`src/rtl/hd_unmixer_seq_pkg.sv`:
```
// Shared packages for the HD unmixer: row width, the mixer permutations and the FSM state type.
// Latency: n/a (types, constants and pure functions only).
// Backpressure: n/a.
// Contents:
//   pkg_common          - MEM_ROW_WIDTH
//   pkg_mixer_permutate - mixer_permutate / mixer_permutate_inverse (1-bit perm_sel)
//   pkg_hd_unmixer      - unmixer_state_e
package pkg_common;
  localparam int MEM_ROW_WIDTH = 32;
endpackage

package pkg_mixer_permutate;
  import pkg_common::*;

  function automatic logic [MEM_ROW_WIDTH-1:0] bit_reverse(input logic [MEM_ROW_WIDTH-1:0] row);
    logic [MEM_ROW_WIDTH-1:0] r;
    for (int i = 0; i < MEM_ROW_WIDTH; i++) r[i] = row[MEM_ROW_WIDTH-1-i];
    return r;
  endfunction

  // perm_sel=0: rotate left by one; perm_sel=1: bit reversal (self-inverse).
  // The two do not commute, so the order of inverse steps matters.
  function automatic logic [MEM_ROW_WIDTH-1:0] mixer_permutate(input logic [MEM_ROW_WIDTH-1:0] row,
                                                               input logic perm_sel);
    return perm_sel ? bit_reverse(row) : {row[MEM_ROW_WIDTH-2:0], row[MEM_ROW_WIDTH-1]};
  endfunction

  function automatic logic [MEM_ROW_WIDTH-1:0] mixer_permutate_inverse(input logic [MEM_ROW_WIDTH-1:0] row,
                                                                       input logic perm_sel);
    return perm_sel ? bit_reverse(row) : {row[0], row[MEM_ROW_WIDTH-1:1]};
  endfunction
endpackage

package pkg_hd_unmixer;
  typedef enum logic [1:0] {IDLE, BUSY, DONE} unmixer_state_e;
endpackage

```
`src/rtl/hd_unmixer_seq_step.sv`:
```
// One combinational inverse mixing step.
// Latency: 0 cycles (pure combinational).
// Backpressure: none; no state.
// Ports: row_i (row in), perm_sel_i (which permutation to undo), row_o (row out).
module hd_unmixer_step
  import pkg_common::*;
  import pkg_mixer_permutate::*;
(
  input  logic [MEM_ROW_WIDTH-1:0] row_i,
  input  logic                     perm_sel_i,
  output logic [MEM_ROW_WIDTH-1:0] row_o
);
  assign row_o = mixer_permutate_inverse(row_i, perm_sel_i);
endmodule

```
`src/rtl/hd_unmixer_seq.sv`:
```
// Sequential unmixer: undoes an N-step mixing chain, last forward step first.
// Latency: valid_o n+1 cycles after accept (ceil(n/2)+1 with HD_UNMIXER_STEP2_EN).
// Backpressure: ready_o low while a job is in flight; result held in DONE until ready_i.
// Ports: clk_i/rst_ni (async active-low), clear_i (sync abort), valid_i/ready_o/row_i/
//   num_steps_i/sel_seq_i (job in), valid_o/ready_i/row_o (result out), busy_o.
// Optional macro HD_UNMIXER_STEP2_EN: two chained inverse steps per BUSY cycle.
module hd_unmixer_seq
  import pkg_common::*;
  import pkg_hd_unmixer::*;
#(
  parameter  int MAX_STEPS  = 8,
  localparam int STEP_CNT_W = $clog2(MAX_STEPS + 1)
) (
  input  logic                     clk_i,
  input  logic                     rst_ni,
  input  logic                     clear_i,
  input  logic                     valid_i,
  output logic                     ready_o,
  input  logic [MEM_ROW_WIDTH-1:0] row_i,
  input  logic [STEP_CNT_W-1:0]    num_steps_i,
  input  logic [MAX_STEPS-1:0]     sel_seq_i,
  output logic                     valid_o,
  input  logic                     ready_i,
  output logic [MEM_ROW_WIDTH-1:0] row_o,
  output logic                     busy_o
);
  localparam logic [STEP_CNT_W-1:0] MAX_CNT = STEP_CNT_W'(MAX_STEPS);
  localparam logic [STEP_CNT_W-1:0] ONE     = STEP_CNT_W'(1);

  unmixer_state_e           state_q;
  logic [MEM_ROW_WIDTH-1:0] row_q;
  logic [STEP_CNT_W-1:0]    cnt_q;
  logic [MAX_STEPS-1:0]     sel_q;

  logic [STEP_CNT_W-1:0]    cnt_in;
  logic [STEP_CNT_W-1:0]    cnt_nxt;
  logic [MEM_ROW_WIDTH-1:0] row_nxt;
  logic [MEM_ROW_WIDTH-1:0] row_hi;
  logic                     sel_hi;

  assign cnt_in = (num_steps_i > MAX_CNT) ? MAX_CNT : num_steps_i;

  // sel_q[cnt_q-1] as a mux, so cnt_q==0 simply selects nothing
  always_comb begin
    sel_hi = 1'b0;
    for (int k = 0; k < MAX_STEPS; k++)
      if (cnt_q == STEP_CNT_W'(k + 1)) sel_hi = sel_q[k];
  end

  hd_unmixer_step u_step_hi (.row_i(row_q), .perm_sel_i(sel_hi), .row_o(row_hi));

`ifdef HD_UNMIXER_STEP2_EN
  logic                     sel_lo;
  logic [MEM_ROW_WIDTH-1:0] row_lo;

  always_comb begin
    sel_lo = 1'b0;
    for (int k = 0; k < MAX_STEPS; k++)
      if (cnt_q == STEP_CNT_W'(k + 2)) sel_lo = sel_q[k];
  end

  hd_unmixer_step u_step_lo (.row_i(row_hi), .perm_sel_i(sel_lo), .row_o(row_lo));

  // Odd remainder: the final cycle applies a single step.
  assign row_nxt = (cnt_q >= STEP_CNT_W'(2)) ? row_lo : row_hi;
  assign cnt_nxt = (cnt_q >= STEP_CNT_W'(2)) ? cnt_q - STEP_CNT_W'(2) : cnt_q - ONE;
`else
  assign row_nxt = row_hi;
  assign cnt_nxt = cnt_q - ONE;
`endif

  always_ff @(posedge clk_i or negedge rst_ni) begin
    if (!rst_ni) begin
      state_q <= IDLE;
      row_q   <= '0;
      cnt_q   <= '0;
      sel_q   <= '0;
    end else if (clear_i) begin
      // Abort wins over both accept and the output handshake.
      state_q <= IDLE;
      row_q   <= '0;
      cnt_q   <= '0;
      sel_q   <= '0;
    end else begin
      case (state_q)
        IDLE: if (valid_i) begin
          row_q   <= row_i;
          sel_q   <= sel_seq_i;
          cnt_q   <= cnt_in;
          state_q <= (cnt_in != '0) ? BUSY : DONE;
        end
        BUSY: begin
          row_q <= row_nxt;
          cnt_q <= cnt_nxt;
          if (cnt_nxt == '0) state_q <= DONE;
        end
        DONE: if (ready_i) state_q <= IDLE;
        default: state_q <= IDLE;
      endcase
    end
  end

  // Outputs decode straight from the state flop, so reset is visible immediately.
  assign ready_o = (state_q == IDLE);
  assign valid_o = (state_q == DONE);
  assign busy_o  = (state_q == BUSY) || (state_q == DONE);
  assign row_o   = valid_o ? row_q : '0;
endmodule

```
`config.mk`:
```
export PLATFORM = sky130hd
export DESIGN_NAME = hd_unmixer_seq
export DESIGN_NICKNAME = d
export VERILOG_FILES = /design/src/rtl/hd_unmixer_seq_pkg.sv /design/src/rtl/hd_unmixer_seq_step.sv /design/src/rtl/hd_unmixer_seq.sv
export SDC_FILE = /design/constraint.sdc
export NUM_CORES = 1
export LEC_CHECK = 0
export BUFFER_PORTS_ARGS = -buffer_cell sky130_fd_sc_hd__buf_4
export CORE_UTILIZATION = 35
export DETAILED_ROUTE_END_ITERATION = 7
export REMOVE_ABC_BUFFERS = 1
export SETUP_SLACK_MARGIN = 0.4
export SLEW_MARGIN = 10
export SYNTH_ARGS = -nofsm -noshare
export SYNTH_HDL_FRONTEND = slang
export SYNTH_HIERARCHICAL = 1
export SYNTH_SLANG_ARGS = --single-unit
```
`constraint.sdc`:
```
create_clock -name clk_i -period 3.2 [get_ports clk_i]
set_input_delay 0.64 -clock clk_i [delete_from_list [all_inputs] [get_ports clk_i]]
set_output_delay 0.64 -clock clk_i [all_outputs]
set_load 0.1 [all_outputs]
```
**Word-level counts from Yosys, hierarchy flattened**

Cells that the tools add are included.

- Add/subtract/negate cells: 1
- Order comparisons: 1
- Equality and inequality tests: 13
- Multiplexer cells: 26
- Reduce and logical (&&, ||, !) cells: 10

Operators by type and width:

| kind | number |
|---|---|
| $mux 32 | 3 |
| $pmux 32 s2 | 1 |
| $mux 31 | 1 |
| $mux 8 | 3 |
| $eq 4x3->1 const B | 4 |
| $mux 4 | 3 |
| $mux 2 | 5 |
| $eq 4x2->1 const B | 2 |
| $mux 1 | 8 |
| $pmux 4 s2 | 1 |
| $ne 3x3->1 const B | 2 |
| $pmux 2 s3 | 1 |
| $eq 4x1->1 const B | 1 |
| $eq 4x4->1 const B | 1 |
| $gt 4x4->1 const B | 1 |
| $logic_not 4->1 | 1 |
| $reduce_and 2->1 | 2 |
| $reduce_bool 2->1 | 2 |
| $reduce_bool 4->1 | 1 |
| $sub 4x1->4 const B | 1 |
| $ne 3x2->1 const B | 1 |
| $reduce_and 3->1 | 1 |
| $reduce_bool 3->1 | 1 |
| $eq 2x1->1 const B | 1 |
| 3 further kinds | 3 |

- Register bits: 46
- Input port bits: 49
- Output and inout port bits: 35

**Logic depth before layout (Yosys ltp)**

Gate-level depths: netlist of the first run.

- Depth in word-level cells: 12
- Depth in mapped cells: 10
- Depth with buffers taken out: 9

**Modules after synthesis**

Netlist of the first run, hierarchy kept.

By module, submodules not included:

| module | instances | cells an instance | area an instance (sq um) | seq. area each (sq um) |
|---|---|---|---|---|
| hd_unmixer_seq | 1 | 284 | 2747.6 | 1151.1 |
| hd_unmixer_step | 1 | 35 | 499.2 | 0.0 |

**Worst setup path before layout of the first run**

Ideal clock, no wire load.

- Path type: flip-flop to output port
- Start point: register state_q[0]
- End point: output row_o[10]
- Data arrival time: 2.373 ns
- Required time: 2.560 ns
- Path slack: 0.187 ns
- Stages on the path, launching flop included: 5
- Buffers on the path: 1
- Path through: dfrtp_1 inv_1 ha_1 clkbuf_1 and2_1

- Cells in the longest elaborated chain, start to end: 2

RTL lines:

| item | RTL line | text |
|---|---|---|
| from (decl) | hd_unmixer_seq.sv:30 | `unmixer_state_e state_q;` |
| from (signal assigned) | hd_unmixer_seq.sv:90 | `state_q <= (cnt_in != '0) ? BUSY : DONE;` |
| $eq 2x2->1 | hd_unmixer_seq.sv:105 | `assign valid_o = (state_q == DONE);` |
| named net valid_o | hd_unmixer_seq.sv:22 | `output logic valid_o,` |
| $mux 32 | hd_unmixer_seq.sv:107 | `assign row_o = valid_o ? row_q : '0;` |
| to (decl) | hd_unmixer_seq.sv:24 | `output logic [MEM_ROW_WIDTH-1:0] row_o,` |

The timed path passes the listed nets, and every way through them passes these cells.

**Worst setup path in the final report of the first run**

- Start point: register cnt_q[0]
- End point: register row_q[16]

- Cells in the longest elaborated chain, start to end: 12

RTL lines:

| item | RTL line | text |
|---|---|---|
| from (decl) | hd_unmixer_seq.sv:32 | `logic [STEP_CNT_W-1:0] cnt_q;` |
| from (signal assigned) | hd_unmixer_seq.sv:89 | `cnt_q <= cnt_in;` |
| from (signal assigned) | hd_unmixer_seq.sv:94 | `cnt_q <= cnt_nxt;` |
| $eq 4x1->1 | hd_unmixer_seq.sv:47 | `if (cnt_q == STEP_CNT_W'(k + 1)) sel_hi = sel_q[k];` |
| $mux 1 (7 in a row) | hd_unmixer_seq.sv:47 |  |
| $mux 1 * | hd_unmixer_seq.sv:47 |  |
| named net sel_hi | hd_unmixer_seq.sv:39 | `logic sel_hi;` |
| $mux 31 * | hd_unmixer_seq_pkg.sv:30 | `return perm_sel ? bit_reverse(row) : {row[0], row[MEM_ROW_WIDTH-1:1]};` |
| named net row_hi[16] | hd_unmixer_seq.sv:38 | `logic [MEM_ROW_WIDTH-1:0] row_hi;` |
| $pmux 32 s2 * | hd_unmixer_seq.sv:85 | `case (state_q)` |
| $mux 32 * | hd_unmixer_seq.sv:78 | `end else if (clear_i) begin` |
| to (signal assigned) | hd_unmixer_seq.sv:87 | `row_q <= row_i;` |
| to (signal assigned) | hd_unmixer_seq.sv:93 | `row_q <= row_nxt;` |
| to (decl) | hd_unmixer_seq.sv:31 | `logic [MEM_ROW_WIDTH-1:0] row_q;` |

The timed path passes the listed nets; every way through them passes the cells marked *.
A chain may end at the register's enable or synchronous reset.

==> results.cfg, run 1 <==
[run_status]
outcome = finished with violations
violations = design-rule violations

[sta]
period_needed_ns = 2.60
tns_ns = 0
max-slew-margin-rel = 0.451
fin_crit_sh = 0.814
tightest_slew_ns = 0.821
fin_worst_skew_ns = 0.0109
finalSetupViolCount = 0
max_freq_ghz = 0.384
rsz0062_at_grt = false
drv_slew = 0
final-hold-violation-count = 0

[worst_setup_path]
required_ns = 3.35
cp-start-kind = flip-flop
timing.critical_path.buf_inv = 2
max_stage_delay_ns = 0.49
cp_top_family = compound AO/OA/AOI/OAI gates
endpoint_kind = flip-flop
crit_slowest_cell = dfrtp_1
crit_type = flip-flop to flip-flop
path_max_fanout = 30
cp.arrival_ns = 2.76
path_cells = inv_1 -> ha_1 -> nand2_1 -> o21ai_0 -> a311oi_2 -> o22ai_4 -> buf_6 -> mux2_4 -> mux2i_1 -> o31ai_1

[clock_network]
clk_path_buf_depth = 2
cts.sinks = 46
path_clk_slew_ns = 0.09
cts_tree = built
cts_root_buf = clkbuf_8
htreeDepth = 2
cts_resized = 0
clock_latency_ns = 0.30
post-cts-setup-buffers = 0
holdBufCountCts = 0
cts_buffers = 5

[die]
core_area_um2 = 8850
pin_count = 84
dieWidth_um = 98.3
std_cell_rows = 34
dieArea_um2 = 9670
die_y_um = 98.3
initial_core_util = 0.367

[layout]
diodes = 0
final_util = 0.450
area_growth_syn_to_layout_pct = 22.5
layout_common_cells = 86 x buf_4, 56 x nand2_1, 46 x dfrtp_1
layout_commonest_cell = buf_4
drive_gt1_frac = 0.347
nFillCells = 861
finalNonFillerCells = 497
nets = 445

[route]
vias_per_cell = 5.19
drtIter0Drc = 112
final_antenna_net_count = 0
vias = 2580
wl_per_cell_um = 15.4
drc = 3
drt_pre_antenna_iters = 6
wl_um = 7680

[synthesis]
ys_ff_latch = 46
synth_warnings = 6
synth_area_um2 = 3250
syn_avg_cell_area_um2 = 10.2
synthCells = 319
ys_seq_area_frac = 0.355
ys_types = 38

[place]
place_inst = 489
hpwlAfterDp_um = 5240
gp_congestion = 0.800
portBuffers = 83

[power_and_ir_drop]
p_leak_nw = 1.81
vdd_drop_max_v = 0.000344
power.density_nw_per_um2 = 883

[global_routing]
antenna_found_initial = 0
gr-total-overflow = 0
grt_max_degree = 50
grt_first_pass_wirelength_um = 12700
grt.total_usage = 0.163
grt_pass1_vias = 2576

[run]
max_cap_viol_count = 0

[hold_path]
worstHoldPathType = primary input to asynchronous set/reset pin
flip-flops by register name, indices dropped and copies added, names as in the netlist:
name / cells
cnt_q: 4
row_q: 32
sel_q: 8
state_q: 2
stage by stage:
| step | power, W | setup WS, ns | cell area, um2 | hold WS [ns] |
|---|---|---|---|---|
| floorplan | 0.00267 | -1.10 | 3050 | 0.344 |
| global placement | 0.00311 | 0.618 | 3870 | 0.489 |
| detailed placement | 0.00314 | 0.489 | 3870 | 0.512 |
| CTS | 0.00353 | 0.430 | 3970 | 0.369 |
| global route | 0.00374 | 0.427 | 3980 | 0.387 |
| finish | 0.00351 | 0.597 | 3980 | 0.360 |
cells by family (layout without fill, tap and decap cells):
logic type      count (synthesis)  after routing  synth area share
simple gates                  105            105             0.163
fa+ha+maj                       8              8            0.0308
mux                            64             64             0.244
flops                          46             46             0.355
compound gates                 62             62             0.137
buf+inv                        34            104            0.0709
final cells by class:
cell class	instances	area, um2	area share
Inverter	8	30.0	0.00755
Multi-Input combinational cell	239	1890	0.475
Clock buffer	6	82.6	0.0208
Sequential cell	46	1150	0.289
Tap cell	108	135	0.0340
Timing Repair Buffer	88	677	0.170
Clock inverter	2	12.5	0.00314
synthesized netlist by cell type:
cell type,instances,share of area
and3_1,1,0.0019
mux2i_1,33,0.10
o211ai_1,1,0.0023
o31ai_1,35,0.081
o21ai_0,1,0.0015
buf_2,4,0.0062
a21oi_1,11,0.017
mux2_4,30,0.14
nor2_1,3,0.0035
a221oi_1,2,0.0054
o22ai_1,1,0.0019
buf_4,2,0.0046
nor4_1,1,0.0019
inv_1,6,0.0069
ha_1,8,0.031
a311oi_1,1,0.0027
a21o_1,1,0.0023
and2_4,1,0.0027
o21a_1,2,0.0046
nand2b_1,3,0.0058
nor3b_1,1,0.0023
buf_6,12,0.042
inv_2,2,0.0023
nand3b_1,2,0.0046
dfrtp_1,46,0.35
or4_1,2,0.0046
nand2_1,56,0.065
a22o_1,1,0.0027
and2b_1,1,0.0023
mux2_1,1,0.0035
a31oi_1,3,0.0058
o311ai_2,1,0.0050
and2_1,32,0.062
clkbuf_1,8,0.0092
nor3_4,1,0.0050
o41ai_1,1,0.0027
nor3_1,1,0.0015
a22oi_1,1,0.0023
metal layers:
layer | global-route usage | vias to the layer above | share of wire
li1 | - | 1263 | -
met1 | 0.226 | 1231 | 0.47
met2 | 0.261 | 80 | 0.47
met3 | 0.0329 | 6 | 0.051
met4 | 0.0425 | 0 | 0.010
met5 | 0 | - | 0
final timing paths:
| kind | slack, ns | start | end | cells past startpoint |
|---|---|---|---|---|
| setup / recovery | 0.60 | cnt_q[0]$_DFFE_PN0P_ | row_q[16]$_DFFE_PN0P_ | 10 |
| hold / removal | 0.36 | rst_ni | row_q[26]$_DFFE_PN0P_ | 1 |
| setup reg to reg | 0.60 | cnt_q[0]$_DFFE_PN0P_ | row_q[16]$_DFFE_PN0P_ | 10 |
| hold reg to reg | 0.52 | row_q[0]$_DFFE_PN0P_ | row_q[0]$_DFFE_PN0P_ | 2 |
| max in group asynchronous | 2.44 | rst_ni | cnt_q[2]$_DFFE_PN0P_ | 1 |
| min in group clk_i | 0.52 | row_q[0]$_DFFE_PN0P_ | row_q[0]$_DFFE_PN0P_ | 2 |
where the power goes:
part           switching [W]  internal, W  total, W
Combinational        0.00133     0.000850   0.00218
Sequential          0.000199     0.000759  0.000958
Clock               0.000202     0.000174  0.000376
Note: power is estimated with default switching activity, not from simulation.
==> inputs of run 2 (changes only) <==
- clock period: 3.2 -> 2.28 ns (I/O delays scaled with it)
==> run 2 against run 1 <==
  * The run ends with design-rule violations, negative setup slack left
  * Die area did not move
  * Clock skew shrank 0.0027 ns
  * Sequential cell count stayed put
  * Global-route usage up 1.8 points
  * Power is 82% higher
  * Sequential power increased by 43%
  * Setup slack worse by 0.68 ns
  * Cell count is 6.6% higher
  * Register-to-register slack got worse by 0.68 ns
  * Final area up 27%
  * Critical path type unchanged
  * Largest power group unchanged
==> results.cfg, run 2 (synthesis gave the netlist of run 1 again) <==
[run_status]
outcome = finished with violations
violations = design-rule violations, negative setup slack

[worst_setup_path]
cp_common_cell = buf_4
endpoint_kind = flip-flop
path_cells = inv_2 -> ha_4 -> a21oi_2 -> o21ai_1 -> a311oi_1 -> buf_4 -> o22ai_4 -> buf_12 -> buf_4 -> mux2_4 -> mux2i_2 -> o31ai_1
crit_slowest_cell = dfrtp_1
max_stage_delay_ns = 0.43
cp.arrival_ns = 2.54
crit_type = flip-flop to flip-flop
cp-start-kind = flip-flop
required_ns = 2.45
worstSetupStartpoint = cnt_q[0]$_DFFE_PN0P_
path_max_fanout = 6
r2r-start = cnt_q[0]$_DFFE_PN0P_
r2r_cells = 12

[clock_network]
clock_latency_ns = 0.30
path_clk_slew_ns = 0.10
clk_path_buf_depth = 2
holdBufCountCts = 0
cts_buffers = 5
htreeDepth = 2
cts.sinks = 46
cts_tree = built
cts_root_buf = clkbuf_8

[die]
std_cell_rows = 34
dieArea_um2 = 9670
core_area_um2 = 8850
pin_count = 84
die_y_um = 98.3
dieWidth_um = 98.3
initial_core_util = 0.367

[place]
gp_congestion = 0.802
place_inst = 503
hpwlAfterDp_um = 5520
portBuffers = 83

[sta]
worst_slack_ns = -0.0850
drv_slew = 0
rsz0062_at_grt = true
max_freq_ghz = 0.423
finalSetupViolCount = 29
final-hold-violation-count = 0
period_needed_ns = 2.36
tightest_slew_ns = 0.612
max-slew-margin-rel = 0.592
tns_ns = -0.763
fin_crit_sh = 1.04
fin_worst_skew_ns = 0.00825

[global_routing]
grt.total_usage = 0.181
grt_pass1_vias = 2824
grt_max_degree = 47
grt_first_pass_wirelength_um = 14100
antenna_found_initial = 0
gr-total-overflow = 0

[power_and_ir_drop]
vdd_drop_max_v = 0.000571
p_leak_nw = 2.21
total_power_w = 0.00641
power.density_nw_per_um2 = 1270

[layout]
nFillCells = 754
diodes = 0
finalNonFillerCells = 530
layout_common_cells = 64 x buf_4, 55 x nand2_1, 45 x dfrtp_1
largest_register_ffs = 32
largestRegisters = row_q x32, sel_q x8, cnt_q x4
regMostFlops = row_q
drive_gt1_frac = 0.514
final_util = 0.571
nets = 478
layout_commonest_cell = buf_4
area_growth_syn_to_layout_pct = 55.6

[route]
wl_per_cell_um = 16.5
final_antenna_net_count = 0
drtIter0Drc = 97
drt_pre_antenna_iters = 6
vias = 2713
vias_per_cell = 5.12
drc = 3
wl_um = 8770

[hold_path]
worstHoldPathType = primary input to asynchronous set/reset pin

[run]
max_cap_viol_count = 0
[run 2: cell count changes in the layout (fill, tap and decap cells not counted), moves of 4 or more]
cell | before | now
buf_4 | 86 | 64
inv_2 | 2 | 6
inv_1 | 6 | 2
buf_6 | 1 | 16
and2_1 | 32 | 0
ha_4 | 0 | 5
and2_4 | 1 | 33
buf_12 | 1 | 37
[run 2: final cells by class]
| class | count | area, um2 | share of cell area |
|---|---|---|---|
| timing repair buffer | 121 | 1500 | 0.296 |
| sequential | 46 | 1150 | 0.228 |
| tap | 108 | 135 | 0.0268 |
| multi-input combinational | 239 | 2100 | 0.416 |
| clock buffer | 5 | 68.8 | 0.0136 |
| clock inverter | 3 | 68.8 | 0.0136 |
| inverter | 8 | 30.0 | 0.00595 |
[run 2: stage by stage]
step | setup WS, ns | area, um2 | hold slack [ns]
after floorplan | -2.02 | 3050 | 0.160
after global placement | -0.0177 | 3980 | 0.492
after detailed placement | -0.0927 | 3980 | 0.497
after CTS | -0.0376 | 4850 | 0.184
after global routing | -0.216 | 5050 | 0.200
final | -0.0850 | 5050 | 0.166
[run 2: final timing paths]
| path | endpoint | slack (ns) |
|---|---|---|
| setup reg to reg | row_q[6]$_DFFE_PN0P_ | -0.08 |
| setup / recovery | row_q[6]$_DFFE_PN0P_ | -0.08 |
| min in group clk_i | sel_q[1]$_DFFE_PN0P_ | 0.39 |
| max in group asynchronous | cnt_q[1]$_DFFE_PN0P_ | 1.69 |
| hold / removal | row_q[1]$_DFFE_PN0P_ | 0.17 |
| hold reg to reg | sel_q[5]$_DFFE_PN0P_ | 0.53 |
[run 2: critical path, delay by kind of cell, from the launching register on]
| kind | cells | cell delay, ns |
|---|---|---|
| multiplexers | 2 | 0.47 |
| adder cells (fa/ha/maj) | 1 | 0.17 |
| buffers and inverters | 4 | 0.55 |
| flip-flops | 1 | 0.43 |
| AO/OA/AOI/OAI | 5 | 0.61 |
[run 2: per-layer routing]
metal  part of all wire  GRT usage  up-vias
met2               0.50      0.309       63
met5                  0          0        -
met3              0.042     0.0387        2
li1                   -          -     1336
met4             0.0040     0.0367        0
met1               0.45      0.238     1312
[run 2: what timing repair did]
item                       CTS  global route
gates cloned                 4             1
resized for setup          163            26
pin swaps                    4            10
setup endpoints to repair   65            68
setup buffers                9             5
[run 2: power by group]
group	internal (W)	leakage, nW	total, W	switching, W
Combinational	0.00207	1.53	0.00430	0.00223
Sequential	0.00107	0.605	0.00137	0.000306
Clock	0.000440	0.0683	0.000737	0.000297
==> inputs of run 3 (changes only) <==
- ABC_CLOCK_PERIOD_IN_PS: unset -> 2280
- CORE_ASPECT_RATIO: unset -> 0.75
==> run 3 against run 2 <==
  * Power is 8.6% higher
  * Die area hardly changed
  * Sequential cell count stayed put
  * Non-clock buffer count is 7 higher
  * Maximum frequency is 0.46% lower
  * Largest power group unchanged
  * The flow finishes with violations (negative setup slack)
  * Core utilization is 2.1 points higher
==> results.cfg, run 3 (synthesis gave the netlist of run 1 again) <==
[sta]
max_freq_ghz = 0.421
rsz0062_at_grt = true
finalSetupViolCount = 29
fin_worst_skew_ns = 0.00705
tightest_slew_ns = 0.605
final-hold-violation-count = 0
worst_slack_ns = -0.0958
whs_ns = 0.172
fin_crit_sh = 1.04
period_needed_ns = 2.38
max-slew-margin-rel = 0.597
tns_ns = -1.11
drv_slew = 0

[power_and_ir_drop]
vdd_drop_max_v = 0.000647
p_leak_nw = 2.31
total_power_w = 0.00696
p_clk_frac = 0.121
power_switching_w = 0.00304
power.density_nw_per_um2 = 1300
p_seq_frac = 0.201
p_sw_frac = 0.437
internal-power_w = 0.00391
power_frac_comb = 0.678

[layout]
drive_gt1_frac = 0.534
diodes = 0
final_util = 0.592
largestRegisters = row_q x32, sel_q x8, cnt_q x4
layout_commonest_cell = buf_4
nets = 485
finalNonFillerCells = 541
regMostFlops = row_q
largest_register_ffs = 32
area_growth_syn_to_layout_pct = 64.3
layout_common_cells = 66 x buf_4, 54 x nand2_1, 45 x dfrtp_1

[die]
std_cell_rows = 30
die_y_um = 85.4
pin_count = 84
dieArea_um2 = 9670
core_area_um2 = 9010
initial_core_util = 0.360
dieWidth_um = 113

[worst_setup_path]
path_max_fanout = 6
crit_type = flip-flop to flip-flop
worstSetupStartpoint = cnt_q[1]$_DFFE_PN0P_
r2r-start = cnt_q[1]$_DFFE_PN0P_
cp-start-kind = flip-flop
cp.arrival_ns = 2.54
ff2ff_setup_slack_ns = -0.1
timing.rr.end = row_q[18]$_DFFE_PN0P_
endpoint_kind = flip-flop
required_ns = 2.44
r2r_cells = 10

[global_routing]
grt.total_usage = 0.218
grt_pass1_vias = 2928
grt_first_pass_wirelength_um = 16000
gr-usage-met3 = 0.0443
gr-total-overflow = 0
grt-busiest-layer = met2
antenna_found_initial = 0
grtUsageMet2 = 0.349
grt_max_degree = 47
use_met1 = 0.309

[clock_network]
holdBufCountCts = 0
path_clk_slew_ns = 0.07
cts_tree = built
htreeDepth = 2
clock_latency_ns = 0.29
cts_root_buf = clkbuf_16
cts_buffers = 5
clk_path_buf_depth = 2
cts.sinks = 46

[route]
drtIter0Drc = 168
wl_per_cell_um = 19.1
wl_um = 10300
final_antenna_net_count = 0
drc = 0
vias_per_cell = 5.36
vias = 2900
drt_pre_antenna_iters = 5

[place]
place_inst = 501
portBuffers = 83
gp_congestion = 0.844
hpwlAfterDp_um = 5570

[run_status]
violations = negative setup slack
outcome = finished with violations

[run]
max_cap_viol_count = 0

[hold_path]
worstHoldPathType = primary input to asynchronous set/reset pin
==> run 3: cell count changes in the layout (fill, tap and decap cells not counted), sizes merged <==
| cell | previous run | this run |
|---|---|---|
| clkinv | 1 | 0 |
| buf | 120 | 126 |
| clkinvlp | 0 | 1 |
| bufinv | 2 | 1 |
| clkbuf | 6 | 8 |
==> run 3: power groups by stage <==
| stage | clock network, W | logic [W] | registers (W) |
|---|---|---|---|
| 5_1_grt | 0.000878 | 0.00495 | 0.00143 |
| 6_report | 0.000839 | 0.00472 | 0.00140 |
| 3_3_place_gp | 0 | 0.00314 | 0.00134 |
| 2_1_floorplan | 0 | 0.00249 | 0.00127 |
| 3_5_place_dp | 0 | 0.00317 | 0.00135 |
| 4_1_cts | 0.000854 | 0.00429 | 0.00137 |
==> run 3: area by class of cell <==
| class | count | area [um2] |
|---|---|---|
| fill | 723 | 3670 |
| inverter | 8 | 37.5 |
| timing repair buffer | 128 | 1700 |
| clock inverter | 2 | 37.5 |
| tap | 112 | 140 |
| multi-input combinational | 239 | 2140 |
| clock buffer | 6 | 129 |
| sequential | 46 | 1150 |
==> run 3: how the worst max path moves through the flow <==
| stage | cells past startpoint | to | slack [ns] |
|---|---|---|---|
| floorplan | 9 | row_q[0]$_DFFE_PN0P_ | -2.02 |
| global placement | 10 | row_q[17]$_DFFE_PN0P_ | -0.05 |
| detailed placement | 10 | row_q[18]$_DFFE_PN0P_ | -0.15 |
| CTS | 11 | row_q[18]$_DFFE_PN0P_ | -0.07 |
| global route | 10 | row_q[25]$_DFFE_PN0P_ | -0.14 |
| finish | 10 | row_q[18]$_DFFE_PN0P_ | -0.1 |
==> run 3: through the flow <==
stage	cell area, um2	setup slack, ns
after CTS	5110	-0.0652
after global routing	5340	-0.140
after floorplan	3050	-2.02
after detailed placement	3960	-0.150
after global placement	3960	-0.0547
final	5340	-0.0958
==> run 3: routing by layer <==
metal	share of wire	vias to the layer above
li1	-	1346
met1	0.46	1455
met2	0.48	93
met3	0.056	6
met4	0.0059	0
met5	0	-
==> run 3: worst max-delay path, stage by stage (launching register included) <==
cell,delay (ns)
dfrtp_1,0.44
buf_4,0.15
buf_4,0.15
ha_4,0.17
a311oi_4,0.32
o22ai_4,0.13
buf_12,0.17
buf_12,0.14
mux2_4,0.30
mux2i_2,0.18
o31ai_1,0.09
==> run 3: what timing repair did <==
item                       4_1_cts  5_1_grt
gates cloned                     8        3
pin swaps                        5       13
setup endpoints to repair       68       72
gates resized for setup        164       27
buffers inserted                16        5
